$ cat src/rtl/uart_byte_rx_if.sv
// Byte handshake between the UART receiver and the packet handler.
// The master holds the byte and its valid flag; the slave returns ready.
interface uart_byte_rx_if;
  logic [7:0] rx_frame;
  logic       rx_valid;
  logic       rx_ready;

  modport master (output rx_frame, output rx_valid, input rx_ready);
  modport slave  (input rx_frame, input rx_valid, output rx_ready);
endinterface

$ cat src/rtl/uart_byte_rx.sv
// 8N1 UART receive front end: synchronizes rx_in, assembles bytes LSB first
// and presents them on a one-deep valid/ready holding register.
module uart_byte_rx #(
  parameter int unsigned CLKS_PER_BIT = 868,
  parameter int unsigned SYNC_STAGES  = 2
) (
  input  logic                  clk,
  input  logic                  rst,
  input  logic                  rx_in,
  uart_byte_rx_if.master        rx_bus,
  output logic                  frame_err,
  output logic                  overrun,
  output logic                  busy
);

  localparam int unsigned HALF_BIT = CLKS_PER_BIT / 2;
  localparam int unsigned CNT_W    = $clog2(CLKS_PER_BIT);

  localparam logic [CNT_W-1:0] HALF_LAST = CNT_W'(HALF_BIT - 1);
  localparam logic [CNT_W-1:0] BIT_LAST  = CNT_W'(CLKS_PER_BIT - 1);

  typedef enum logic [2:0] {
    IDLE  = 3'd0,
    START = 3'd1,
    DATA  = 3'd2,
    STOP  = 3'd3,
    BREAK = 3'd4
  } state_t;

  state_t                  state_q, state_d;
  logic [CNT_W-1:0]        cnt_q, cnt_d;
  logic [2:0]              idx_q, idx_d;
  logic [7:0]              shift_q, shift_d;
  logic [SYNC_STAGES-1:0]  sync_q;
  logic                    rx_s;
  logic                    deliver;
  logic                    ferr_d;
  logic [7:0]              frame_q;
  logic                    valid_q;
  logic                    take;

  always_ff @(posedge clk) begin
    if (rst) begin
      sync_q <= '1;
    end else begin
      sync_q <= {sync_q[SYNC_STAGES-2:0], rx_in};
    end
  end

  assign rx_s = sync_q[SYNC_STAGES-1];

  always_ff @(posedge clk) begin
    if (rst) begin
      state_q <= IDLE;
      cnt_q   <= '0;
      idx_q   <= '0;
      shift_q <= '0;
    end else begin
      state_q <= state_d;
      cnt_q   <= cnt_d;
      idx_q   <= idx_d;
      shift_q <= shift_d;
    end
  end

  always_comb begin
    state_d = state_q;
    cnt_d   = cnt_q;
    idx_d   = idx_q;
    shift_d = shift_q;
    deliver = 1'b0;
    ferr_d  = 1'b0;
    unique case (state_q)
      IDLE: begin
        if (!rx_s) begin
          state_d = START;
          cnt_d   = '0;
        end
      end
      START: begin
        if (cnt_q == HALF_LAST) begin
          if (!rx_s) begin
            state_d = DATA;
            cnt_d   = '0;
            idx_d   = '0;
          end else begin
            state_d = IDLE;
          end
        end else begin
          cnt_d = cnt_q + CNT_W'(1);
        end
      end
      DATA: begin
        if (cnt_q == BIT_LAST) begin
          cnt_d   = '0;
          shift_d = {rx_s, shift_q[7:1]};
          idx_d   = idx_q + 3'd1;
          if (idx_q == 3'd7) begin
            state_d = STOP;
          end
        end else begin
          cnt_d = cnt_q + CNT_W'(1);
        end
      end
      STOP: begin
        if (cnt_q == BIT_LAST) begin
          cnt_d = '0;
          if (rx_s) begin
            deliver = 1'b1;
            state_d = IDLE;
          end else begin
            ferr_d  = 1'b1;
            state_d = BREAK;
          end
        end else begin
          cnt_d = cnt_q + CNT_W'(1);
        end
      end
      BREAK: begin
        // A stuck-low line must return high before a new start bit counts.
        if (rx_s) begin
          state_d = IDLE;
        end
      end
      default: begin
        state_d = IDLE;
      end
    endcase
  end

  assign take = valid_q && rx_bus.rx_ready;

  // A completed byte loads if the slot is empty or drains this same cycle.
  always_ff @(posedge clk) begin
    if (rst) begin
      frame_q   <= '0;
      valid_q   <= 1'b0;
      frame_err <= 1'b0;
      overrun   <= 1'b0;
    end else begin
      frame_err <= ferr_d;
      overrun   <= deliver && valid_q && !rx_bus.rx_ready;
      if (deliver && (!valid_q || take)) begin
        frame_q <= shift_q;
        valid_q <= 1'b1;
      end else if (take) begin
        valid_q <= 1'b0;
      end
    end
  end

  assign rx_bus.rx_frame = frame_q;
  assign rx_bus.rx_valid = valid_q;
  assign busy            = (state_q != IDLE);

endmodule

$ cat src/flat_wrapper.sv
// flat-port wrapper written by rule: the top's interface ports become plain ports
module uart_byte_rx_flat 
#(
  parameter int unsigned CLKS_PER_BIT = 868,
  parameter int unsigned SYNC_STAGES  = 2
)
  (clk, rst, rx_in, frame_err, overrun, busy, rx_bus_rx_frame, rx_bus_rx_valid, rx_bus_rx_ready);
  uart_byte_rx_if rx_bus_i ();
  input  logic clk;
  input  logic rst;
  input  logic rx_in;
  output logic frame_err;
  output logic overrun;
  output logic busy;
  output wire logic [$bits(rx_bus_i.rx_frame)-1:0] rx_bus_rx_frame;
  output wire logic [$bits(rx_bus_i.rx_valid)-1:0] rx_bus_rx_valid;
  input wire logic [$bits(rx_bus_i.rx_ready)-1:0] rx_bus_rx_ready;
  assign rx_bus_rx_frame = rx_bus_i.rx_frame;
  assign rx_bus_rx_valid = rx_bus_i.rx_valid;
  assign rx_bus_i.rx_ready = rx_bus_rx_ready;
  uart_byte_rx #(.CLKS_PER_BIT(CLKS_PER_BIT), .SYNC_STAGES(SYNC_STAGES)) u_core (.clk(clk), .rst(rst), .rx_in(rx_in), .rx_bus(rx_bus_i), .frame_err(frame_err), .overrun(overrun), .busy(busy));
endmodule
$ cat config.mk
export PLATFORM = sky130hd
export DESIGN_NAME = uart_byte_rx_flat
export DESIGN_NICKNAME = d
export VERILOG_FILES = /design/src/rtl/uart_byte_rx_if.sv /design/src/rtl/uart_byte_rx.sv /design/src/flat_wrapper.sv
export SDC_FILE = /design/constraint.sdc
export NUM_CORES = 1
export LEC_CHECK = 0
export ABC_AREA = 1
export BUFFER_PORTS_ARGS = -buffer_cell sky130_fd_sc_hd__buf_4
export CORE_AREA = 2 2 109 58
export CTS_CLUSTER_DIAMETER = 40
export DETAILED_ROUTE_END_ITERATION = 7
export DIE_AREA = 0 0 111 60
export GPL_ROUTABILITY_DRIVEN = 0
export PLACE_DENSITY = 0.54
export SKIP_LAST_GASP = 1
export SLEW_MARGIN = 5
export SYNTH_ARGS = -nofsm -noshare
export SYNTH_HDL_FRONTEND = slang
export SYNTH_SLANG_ARGS = --single-unit
$ cat constraint.sdc
create_clock -name clk -period 2.8 [get_ports clk]
set_input_delay 0.14 -clock clk [delete_from_list [all_inputs] [get_ports clk]]
set_output_delay 0.14 -clock clk [all_outputs]
set_load 0.05 [all_outputs]
==> results of run 1 <==
[cell usage after synthesis, drive strengths merged]
cell,n
dfxtp,37
nor2,54
o21ai,14
nand3,23
a21oi,15
inv,36
nand3b,1
nand4,5
or2,2
clkinv,1
buf,4
ha,4
nand2,74
clkbuf,2
nor3,4
[cells by family after synthesis]
kind of cell / count (synthesis) / share of synthesized area [%]
simple gates: 163 / 39.8
flops: 37 / 39.5
buf+inv: 43 / 9.88
fa+ha+maj: 4 / 2.67
compound gates: 29 / 8.14
[final cells by class]
class / count / area share [%]
clock buffer: 5 / 5.61
clock inverter: 3 / 3.08
inverter: 37 / 6.23
multi-input combinational: 196 / 42.5
sequential: 37 / 33.2
tap: 77 / 4.32
timing repair buffer: 15 / 5.05
[state kept, by name, indices dropped and copies added (netlist names)]
signal                  flops
u_core.cnt_q               10
u_core.rx_bus.rx_frame      8
u_core.shift_q              8
u_core.idx_q                3
u_core.state_q              3
u_core.sync_q               2
u_core.frame_err            1
u_core.overrun              1
u_core.rx_bus.rx_valid      1
[layer usage]
metal / share of wire, % / vias to the layer above / routed length (um) / global-route usage (%)
met5: 0 / - / 0 / 0
met4: 1.8 / 0 / 77 / 6.43
met3: 8.0 / 7 / 341 / 4.36
met2: 32 / 45 / 1380 / 15.6
met1: 58 / 688 / 2480 / 21.9
li1: - / 897 / - / -
[how the worst max path moves through the flow]
| stage | start | end | slack (ps) |
|---|---|---|---|
| 4_1_cts | u_core.cnt_q[0] | u_core.cnt_q[4] | 1100 |
| 2_1_floorplan | u_core.cnt_q[0] | u_core.cnt_q[6] | 1380 |
| 3_3_place_gp | u_core.cnt_q[0] | u_core.cnt_q[3] | 1120 |
| 5_1_grt | u_core.cnt_q[0] | u_core.cnt_q[4] | 880 |
| 3_5_place_dp | u_core.cnt_q[0] | u_core.cnt_q[4] | 1120 |
| 6_report | u_core.cnt_q[0] | u_core.cnt_q[4] | 1080 |
[metrics by stage]
step / total power [mW] / hold slack [ps] / area, um^2 / setup slack [ps] / util, %
after floorplan: 1.03 / 244 / 1870 / 1380 / -
after global placement: 1.13 / 328 / 2040 / 1120 / 35.2
after detailed placement: 1.12 / 327 / 2040 / 1120 / 35.2
after CTS: 1.88 / 25.9 / 2230 / 1100 / 38.6
after global routing: 1.97 / 38.6 / 2230 / 883 / 38.6
final: 1.86 / 33.0 / 2230 / 1080 / 38.6
[power groups by stage]
| stage | logic [mW] | clock network [mW] | registers [mW] |
|---|---|---|---|
| 5_1_grt | 0.584 | 0.777 | 0.605 |
| 3_3_place_gp | 0.519 | 0 | 0.611 |
| 3_5_place_dp | 0.512 | 0 | 0.612 |
| 4_1_cts | 0.515 | 0.764 | 0.599 |
| 6_report | 0.522 | 0.741 | 0.601 |
| 2_1_floorplan | 0.424 | 0 | 0.603 |
==> impl_metrics.py, run 1 <==
metrics = {
    "setup_path": {
        "cp-start-kind": "flop",
        "path_cells": "ha_1 -> nand3_1 -> nor2_1 -> nand2_1 -> nand2_1 -> nand2_2 -> nand2_1 -> nand2_1 -> nand2_1 -> nor2_1",
        "ff2ff_setup_slack_ps": 1080,
        "crit_top_cell": "nand2_1",
        "critPathArrivalTime_ps": 1890,
        "critPathMaxStageDelay_ps": 400,
        "cp_top_family": "simple AND/OR/NAND/NOR gates",
        "r2r_cells": 10,
        "cp_num_buf_inv": 0,
        "endpoint_kind": "flop",
        "slowest_stage": "dfxtp_1",
        "crit_fanout": 13,
        "regToRegStartpoint": "u_core.cnt_q[0]",
        "crit_type": "reg -> reg",
        "reg2reg_to": "u_core.cnt_q[4]",
        "cp_num_cells": 10,
        "required_ps": 2980,
    },
    "routing": {
        "vias": 1637,
        "via_per_inst": 4.42,
        "drt_first_pass_iters": 4,
        "drt-total-wl_um": 4270,
        "drc_errors": 0,
        "detail-route-antenna-nets": 0,
        "dr.first_iter.drc_count": 132,
        "wl_per_cell_um": 11.5,
    },
    "hold_path": {
        "hp-class": "in -> reg",
        "holdPathStages": 2,
        "hp-start": "rx_in",
        "min_to": "u_core.sync_q[0]",
    },
    "clock_network": {
        "cts_resized": 0,
        "cts_buffer_depth": 2,
        "cts_tree": "built",
        "numCtsBuffers": 5,
        "htreeDepth": 2,
        "clk_latency_ps": 290,
        "cts_hold_buffers": 0,
        "postCtsSetupBuffers": 0,
        "cts-root-buf": "clkbuf_16",
        "clock_sinks": 37,
        "path_clk_slew_ps": 60,
    },
    "power": {
        "powerDensity_nw_per_um2": 836,
        "p_comb_share_pct": 28.0,
        "p_sw_mw": 0.638,
        "p_clk_share_pct": 39.8,
        "intPower_mw": 1.23,
        "leakagePower_nw": 1.08,
        "power.share.switching_pct": 34.2,
        "ir_worst_vdd_uv": 397,
        "power_frac_seq_pct": 32.3,
    },
    "sta": {
        "skew_ps": 7.88,
        "fin_setup_tns_ps": 0,
        "slew_viol_final": 0,
        "rsz0062_at_grt": "false",
        "worst_pin_slew_ps": 784,
        "setup_viol": 0,
        "fmax_mhz": 583,
        "finalCritPeriodShare_pct": 61.3,
        "max-slew-margin-rel_pct": 47.4,
        "finalHoldViolCount": 0,
        "min_period_ps": 1720,
    },
    "layout": {
        "seqCellArea_um2": 741,
        "drive_gt1_share_pct": 18.1,
        "final_cell_mix": "nand2_1, nor2_1, dfxtp_1",
        "final_nets": 300,
        "layout_commonest_cell": "nand2_1",
        "diodes": 0,
        "multiInputGateArea_um2": 948,
        "n_fill_cell": 607,
        "final_cells": 370,
        "syn_to_final_growth_pct": 19.0,
    },
    "synth": {
        "synth_top_area_share_pct": 39.5,
        "ys_seq_area_share_pct": 39.5,
        "synth_cells": 276,
        "ys_seq_elements": 37,
        "synth_nets": 284,
        "yosys.area.top_type": "dfxtp_1",
        "synthTopCellsByArea": "dfxtp_1, nand2_1, nor2_1",
        "synth_cell_types": 25,
        "yosys_warnings": 0,
        "syn_avg_cell_area_um2": 6.79,
        "netlist_area_um2": 1870,
    },
    "placement": {
        "dp_hpwl_um": 3100,
        "io_buffer_count": 15,
        "dp_cells": 362,
    },
    "global_route": {
        "grtUsageTotal_pct": 13.8,
        "grt_pass1_vias": 1392,
        "grt_overflow": 0,
        "grt_pass1_wl_um": 6980,
        "grt_start_max_net_pins": 28,
        "grt_antenna_before_repair": 0,
    },
    "die": {
        "initial_core_util_pct": 32.4,
        "pin_count": 16,
        "dieHeight_um": 60,
        "die_w_um": 111,
        "core_um2": 5780,
        "die_area_um2": 6660,
        "row_count": 20,
    },
    "flow_run": {
        "cap_violations": 0,
    },
    "outcome": {
        "status": "completed",
    },
}
No activity file was read; power rests on OpenSTA's default activity.
==> run 2: changes to the inputs <==
--- a/config.mk
+++ b/config.mk
@@ -12,7 +12,7 @@
 export DETAILED_ROUTE_END_ITERATION = 7
 export DIE_AREA = 0 0 111 60
 export GPL_ROUTABILITY_DRIVEN = 0
-export PLACE_DENSITY = 0.54
+export PLACE_DENSITY = 0.56
 export SKIP_LAST_GASP = 1
 export SLEW_MARGIN = 5
 export SYNTH_ARGS = -nofsm -noshare
==> constraint.sdc (replaced) <==
create_clock -name clk -period 1.4 [get_ports clk]
set_input_delay 0.07 -clock clk [delete_from_list [all_inputs] [get_ports clk]]
set_output_delay 0.07 -clock clk [all_outputs]
set_load 0.05 [all_outputs]
==> impl_metrics.py, run 2 (synthesized netlist as in run 1, its figures left out) <==
metrics = {
    "layout": {
        "fin_util_pct": 45.5,
        "final_cell_mix": "nand2_1, nor2_1, buf_4",
        "layout_commonest_cell": "nand2_1",
        "diodes": 0,
        "top_register": "u_core.cnt_q",
        "largest_register_ffs": 10,
        "syn_to_final_growth_pct": 40.3,
        "final_nets": 333,
        "drive_gt1_share_pct": 34.7,
    },
    "sta": {
        "max-slew-margin-rel_pct": 80.2,
        "slew_viol_final": 0,
        "finalHoldViolCount": 0,
        "rsz0062_at_grt": "true",
        "setup_viol": 4,
        "worst_pin_slew_ps": 296,
        "min_period_ps": 1440,
        "finalCritPeriodShare_pct": 103,
        "skew_ps": 3.57,
        "fmax_mhz": 695,
        "setup_ws_ps": -39.5,
    },
    "power": {
        "p_comb_share_pct": 42.2,
        "p_clk_share_pct": 27.0,
        "power_mw": 3.97,
        "intPower_mw": 2.50,
        "leakagePower_nw": 1.26,
        "ir_worst_vdd_uv": 1090,
        "power.share.switching_pct": 37.1,
        "p_sw_mw": 1.47,
        "power_frac_seq_pct": 30.8,
        "powerDensity_nw_per_um2": 1510,
    },
    "routing": {
        "drt-total-wl_um": 4750,
        "drc_errors": 0,
        "via_per_inst": 4.56,
        "vias": 1839,
        "detail-route-antenna-nets": 0,
        "wl_per_cell_um": 11.8,
        "dr.first_iter.drc_count": 128,
        "drt_first_pass_iters": 4,
    },
    "global_route": {
        "grt_pass1_vias": 1492,
        "grtUsageTotal_pct": 14.3,
        "grt_start_max_net_pins": 17,
        "grt_antenna_before_repair": 0,
        "grt_overflow": 0,
        "grt_pass1_wl_um": 7440,
    },
    "setup_path": {
        "cp_num_buf_inv": 2,
        "r2r_cells": 10,
        "ff2ff_setup_slack_ps": -40,
        "crit_top_cell": "nand2_2",
        "crit_fanout": 5,
        "path_cells": "inv_4 -> ha_4 -> nand3_2 -> nor2_4 -> nand2_2 -> nand2_4 -> buf_12 -> nand4_1 -> nand2_2 -> nor2_1",
        "cp-start-kind": "flop",
        "cp_top_family": "simple AND/OR/NAND/NOR gates",
        "required_ps": 1570,
        "slowest_stage": "dfxtp_4",
        "reg2reg_to": "u_core.state_q[2]",
        "critPathArrivalTime_ps": 1600,
        "regToRegStartpoint": "u_core.cnt_q[1]",
        "critPathMaxStageDelay_ps": 360,
        "endpoint_kind": "flop",
        "crit_type": "reg -> reg",
    },
    "clock_network": {
        "clk_latency_ps": 270,
        "clock_sinks": 37,
        "htreeDepth": 2,
        "cts_tree": "built",
        "cts_buffer_depth": 2,
        "numCtsBuffers": 5,
        "path_clk_slew_ps": 60,
        "cts-root-buf": "clkbuf_16",
    },
    "die": {
        "row_count": 20,
        "pin_count": 16,
        "die_area_um2": 6660,
        "die_w_um": 111,
        "initial_core_util_pct": 32.4,
        "core_um2": 5780,
        "dieHeight_um": 60,
    },
    "placement": {
        "io_buffer_count": 15,
        "dp_hpwl_um": 3310,
        "place_ws_ps": -109,
    },
    "hold_path": {
        "holdPathStages": 4,
        "min_to": "u_core.overrun",
        "hp-class": "in -> reg",
        "hp-start": "rx_bus_rx_ready",
    },
    "flow_run": {
        "cap_violations": 0,
    },
    "outcome": {
        "violations": "setup timing",
        "status": "finished with violations",
    },
}
==> run 2: stage by stage <==
stage	setup TNS (ps)	cell area (um^2)	instances	hold slack [ps]
final	-74.8	2630	403	66.0
after global routing	-1640	2630	403	63.5
after CTS	-75.2	2490	400	60.3
after detailed placement	-1960	2250	388	258
after global placement	-680	2250	388	258
after floorplan	0	1880	276	174
==> run 2: how the worst max path moves through the flow <==
stage	from	depth (start not counted)	slack [ps]	to
floorplan	u_core.cnt_q[0]	8	10	u_core.rx_bus.rx_frame[1]
global placement	u_core.cnt_q[1]	9	-70	u_core.state_q[0]
detailed placement	u_core.cnt_q[1]	10	-110	u_core.cnt_q[3]
CTS	u_core.cnt_q[0]	8	-20	u_core.rx_bus.rx_frame[5]
global route	u_core.cnt_q[1]	11	-120	u_core.state_q[2]
finish	u_core.cnt_q[1]	10	-40	u_core.state_q[2]
==> run 2: final cells by class <==
type / count / area [um^2]
Clock buffer: 6 / 129
Clock inverter: 2 / 10.0
Fill cell: 592 / 3150
Inverter: 37 / 146
Multi-Input combinational cell: 197 / 1100
Sequential cell: 37 / 751
Tap cell: 77 / 96.3
Timing Repair Buffer: 47 / 392
==> run 2: power groups by stage <==
stage / clock network [mW] / registers (mW) / logic (mW)
4_1_cts: 1.10 / 1.21 / 1.48
2_1_floorplan: 0 / 1.21 / 0.852
6_report: 1.07 / 1.22 / 1.68
3_5_place_dp: 0 / 1.21 / 1.33
3_3_place_gp: 0 / 1.21 / 1.33
5_1_grt: 1.15 / 1.24 / 1.82
==> run 2: routing by layer <==
layer / track usage, % / share of wire (%) / vias to the layer above
li1: - / - / 970
met1: 22.9 / 56 / 838
met2: 18.1 / 39 / 29
met3: 4.06 / 4.2 / 2
met4: 3.21 / 0.27 / 0
met5: 0 / 0 / -
==> run 2: what timing repair did <==
item | in CTS | in global routing
gates resized for setup | 18 | 28
cloned | 0 | 1
endpoints found under the setup margin | 30 | 30
hold buffers | 1 | 0
hold endpoints to repair | 1 | 0
buffers inserted | 3 | 2
pin swaps | 4 | 20
==> run 2: worst reg2reg max path, delay by kind of cell (launching register included) <==
kind,cells,cell delay [ps]
fa+ha+maj,1,120
buf+inv,2,170
flops,1,360
simple gates,7,670
==> run 3: changes to the inputs <==
--- a/config.mk
+++ b/config.mk
@@ -8,6 +8,7 @@
 export ABC_AREA = 1
 export BUFFER_PORTS_ARGS = -buffer_cell sky130_fd_sc_hd__buf_4
 export CORE_AREA = 2 2 109 58
+export CTS_BUF_LIST = sky130_fd_sc_hd__clkbuf_16
 export CTS_CLUSTER_DIAMETER = 40
 export DETAILED_ROUTE_END_ITERATION = 7
 export DIE_AREA = 0 0 111 60
==> impl_metrics.py, run 3 (synthesized netlist as in run 1, its figures left out) <==
metrics = {
    "setup_path": {
        "required_ps": 1560,
        "cp-start-kind": "flop",
        "endpoint_kind": "flop",
        "reg2reg_to": "u_core.state_q[2]",
        "regToRegStartpoint": "u_core.cnt_q[1]",
        "critPathArrivalTime_ps": 1600,
        "r2r_cells": 10,
        "crit_fanout": 5,
        "ff2ff_setup_slack_ps": -40,
        "crit_type": "reg -> reg",
    },
    "global_route": {
        "grtUsageTotal_pct": 14.3,
        "grt_antenna_before_repair": 0,
        "grt_start_max_net_pins": 17,
        "grt_pass1_vias": 1492,
        "grt_pass1_wl_um": 7440,
        "grt_overflow": 0,
    },
    "sta": {
        "rsz0062_at_grt": "true",
        "setup_viol": 4,
        "slew_viol_final": 0,
        "min_period_ps": 1440,
        "finalHoldViolCount": 0,
        "skew_ps": 3.57,
        "fmax_mhz": 694,
        "whs_ps": 65.5,
        "setup_ws_ps": -40.3,
        "max-slew-margin-rel_pct": 80.1,
        "finalCritPeriodShare_pct": 103,
        "worst_pin_slew_ps": 298,
    },
    "clock_network": {
        "cts_buffer_depth": 2,
        "htreeDepth": 2,
        "numCtsBuffers": 5,
        "clock_sinks": 37,
        "cts-root-buf": "clkbuf_16",
        "path_clk_slew_ps": 60,
        "clk_latency_ps": 270,
        "cts_tree": "built",
    },
    "placement": {
        "dp_hpwl_um": 3310,
        "io_buffer_count": 15,
        "place_ws_ps": -109,
    },
    "layout": {
        "largest_register_ffs": 10,
        "final_nets": 333,
        "drive_gt1_share_pct": 34.7,
        "syn_to_final_growth_pct": 40.3,
        "diodes": 0,
        "n_fill_cell": 592,
        "final_cell_mix": "nand2_1, nor2_1, buf_4",
        "top_register": "u_core.cnt_q",
        "layout_commonest_cell": "nand2_1",
    },
    "hold_path": {
        "min_to": "u_core.overrun",
        "hp-start": "rx_bus_rx_ready",
        "hp-class": "in -> reg",
        "holdPathStages": 4,
    },
    "die": {
        "dieHeight_um": 60,
        "initial_core_util_pct": 32.4,
        "row_count": 20,
        "core_um2": 5780,
        "die_w_um": 111,
        "die_area_um2": 6660,
        "pin_count": 16,
    },
    "routing": {
        "via_per_inst": 4.60,
        "vias": 1852,
        "dr.first_iter.drc_count": 120,
        "detail-route-antenna-nets": 0,
        "drt-total-wl_um": 4740,
        "drc_errors": 0,
        "drt_first_pass_iters": 4,
        "wl_per_cell_um": 11.8,
    },
    "power": {
        "leakagePower_nw": 1.26,
        "ir_worst_vdd_uv": 1090,
        "powerDensity_nw_per_um2": 1510,
    },
    "flow_run": {
        "cap_violations": 0,
    },
    "outcome": {
        "violations": "setup timing",
        "status": "finished with violations",
    },
}
## run 3: changes by cell type in the layout (fill, tap and decap cells not counted)
cell      delta
clkbuf_1     -1
inv_1        +1
## run 3: area by class of cell
class,count,area (um^2),area share (%)
clock buffer,5,125,4.76
clock inverter,3,13.8,0.524
inverter,37,146,5.57
multi-input combinational,197,1100,42.0
sequential,37,751,28.6
tap,77,96.3,3.66
timing repair buffer,47,392,14.9
## run 3: what timing repair did
action | in CTS | in global routing
endpoints found under the setup margin | 30 | 30
setup buffers | 3 | 2
pin swaps | 4 | 20
hold endpoints to repair | 1 | 0
gates cloned | 0 | 1
hold buffers | 1 | 0
gates resized for setup | 18 | 28
## run 3: where the power goes
part / switching, mW / internal, mW / total (mW) / leakage (nW)
sequential: 0.0880 / 1.13 / 1.22 / 0.301
clock: 0.417 / 0.646 / 1.06 / 0.0748
combinational: 0.966 / 0.713 / 1.68 / 0.887
total: 1.47 / 2.49 / 3.96 / 1.26
## run 3: through the flow
| stage | cells | TNS, ps | utilization [%] | area [um^2] | power, mW |
|---|---|---|---|---|---|
| finish | 403 | -76.2 | 45.5 | 2630 | 3.96 |
| global route | 403 | -1630 | 45.5 | 2630 | 4.21 |
| CTS | 400 | -74.7 | 43.1 | 2490 | 3.79 |
| detailed placement | 388 | -1960 | 38.9 | 2250 | 2.54 |
| global placement | 388 | -680 | 38.9 | 2250 | 2.53 |
| floorplan | 276 | 0 | - | 1880 | 2.06 |
## run 3: how the worst max path moves through the flow
stage | slack [ps] | startpoint | end
after floorplan | 10 | u_core.cnt_q[0] | u_core.rx_bus.rx_frame[1]
after global placement | -70 | u_core.cnt_q[1] | u_core.state_q[0]
after detailed placement | -110 | u_core.cnt_q[1] | u_core.cnt_q[3]
after CTS | -20 | u_core.cnt_q[0] | u_core.rx_bus.rx_frame[5]
after global routing | -120 | u_core.cnt_q[1] | u_core.state_q[2]
final | -40 | u_core.cnt_q[1] | u_core.state_q[2]
## run 3: layer usage
metal | vias to the layer above | share of wire [%] | track usage [%]
met3 | 2 | 4.2 | 4.06
met4 | 0 | 0.27 | 3.21
met2 | 33 | 39 | 18.1
li1 | 972 | - | -
met5 | - | 0 | 0
met1 | 845 | 56 | 22.9
## run 3: critical path, stage by stage (launching register included)
cell and delay [ps]:
dfxtp_4 360, inv_4 50, ha_4 120, nand3_2 90
nor2_4 140, nand2_2 70, nand2_4 110, buf_12 120
nand4_1 130, nand2_2 90, nor2_1 40
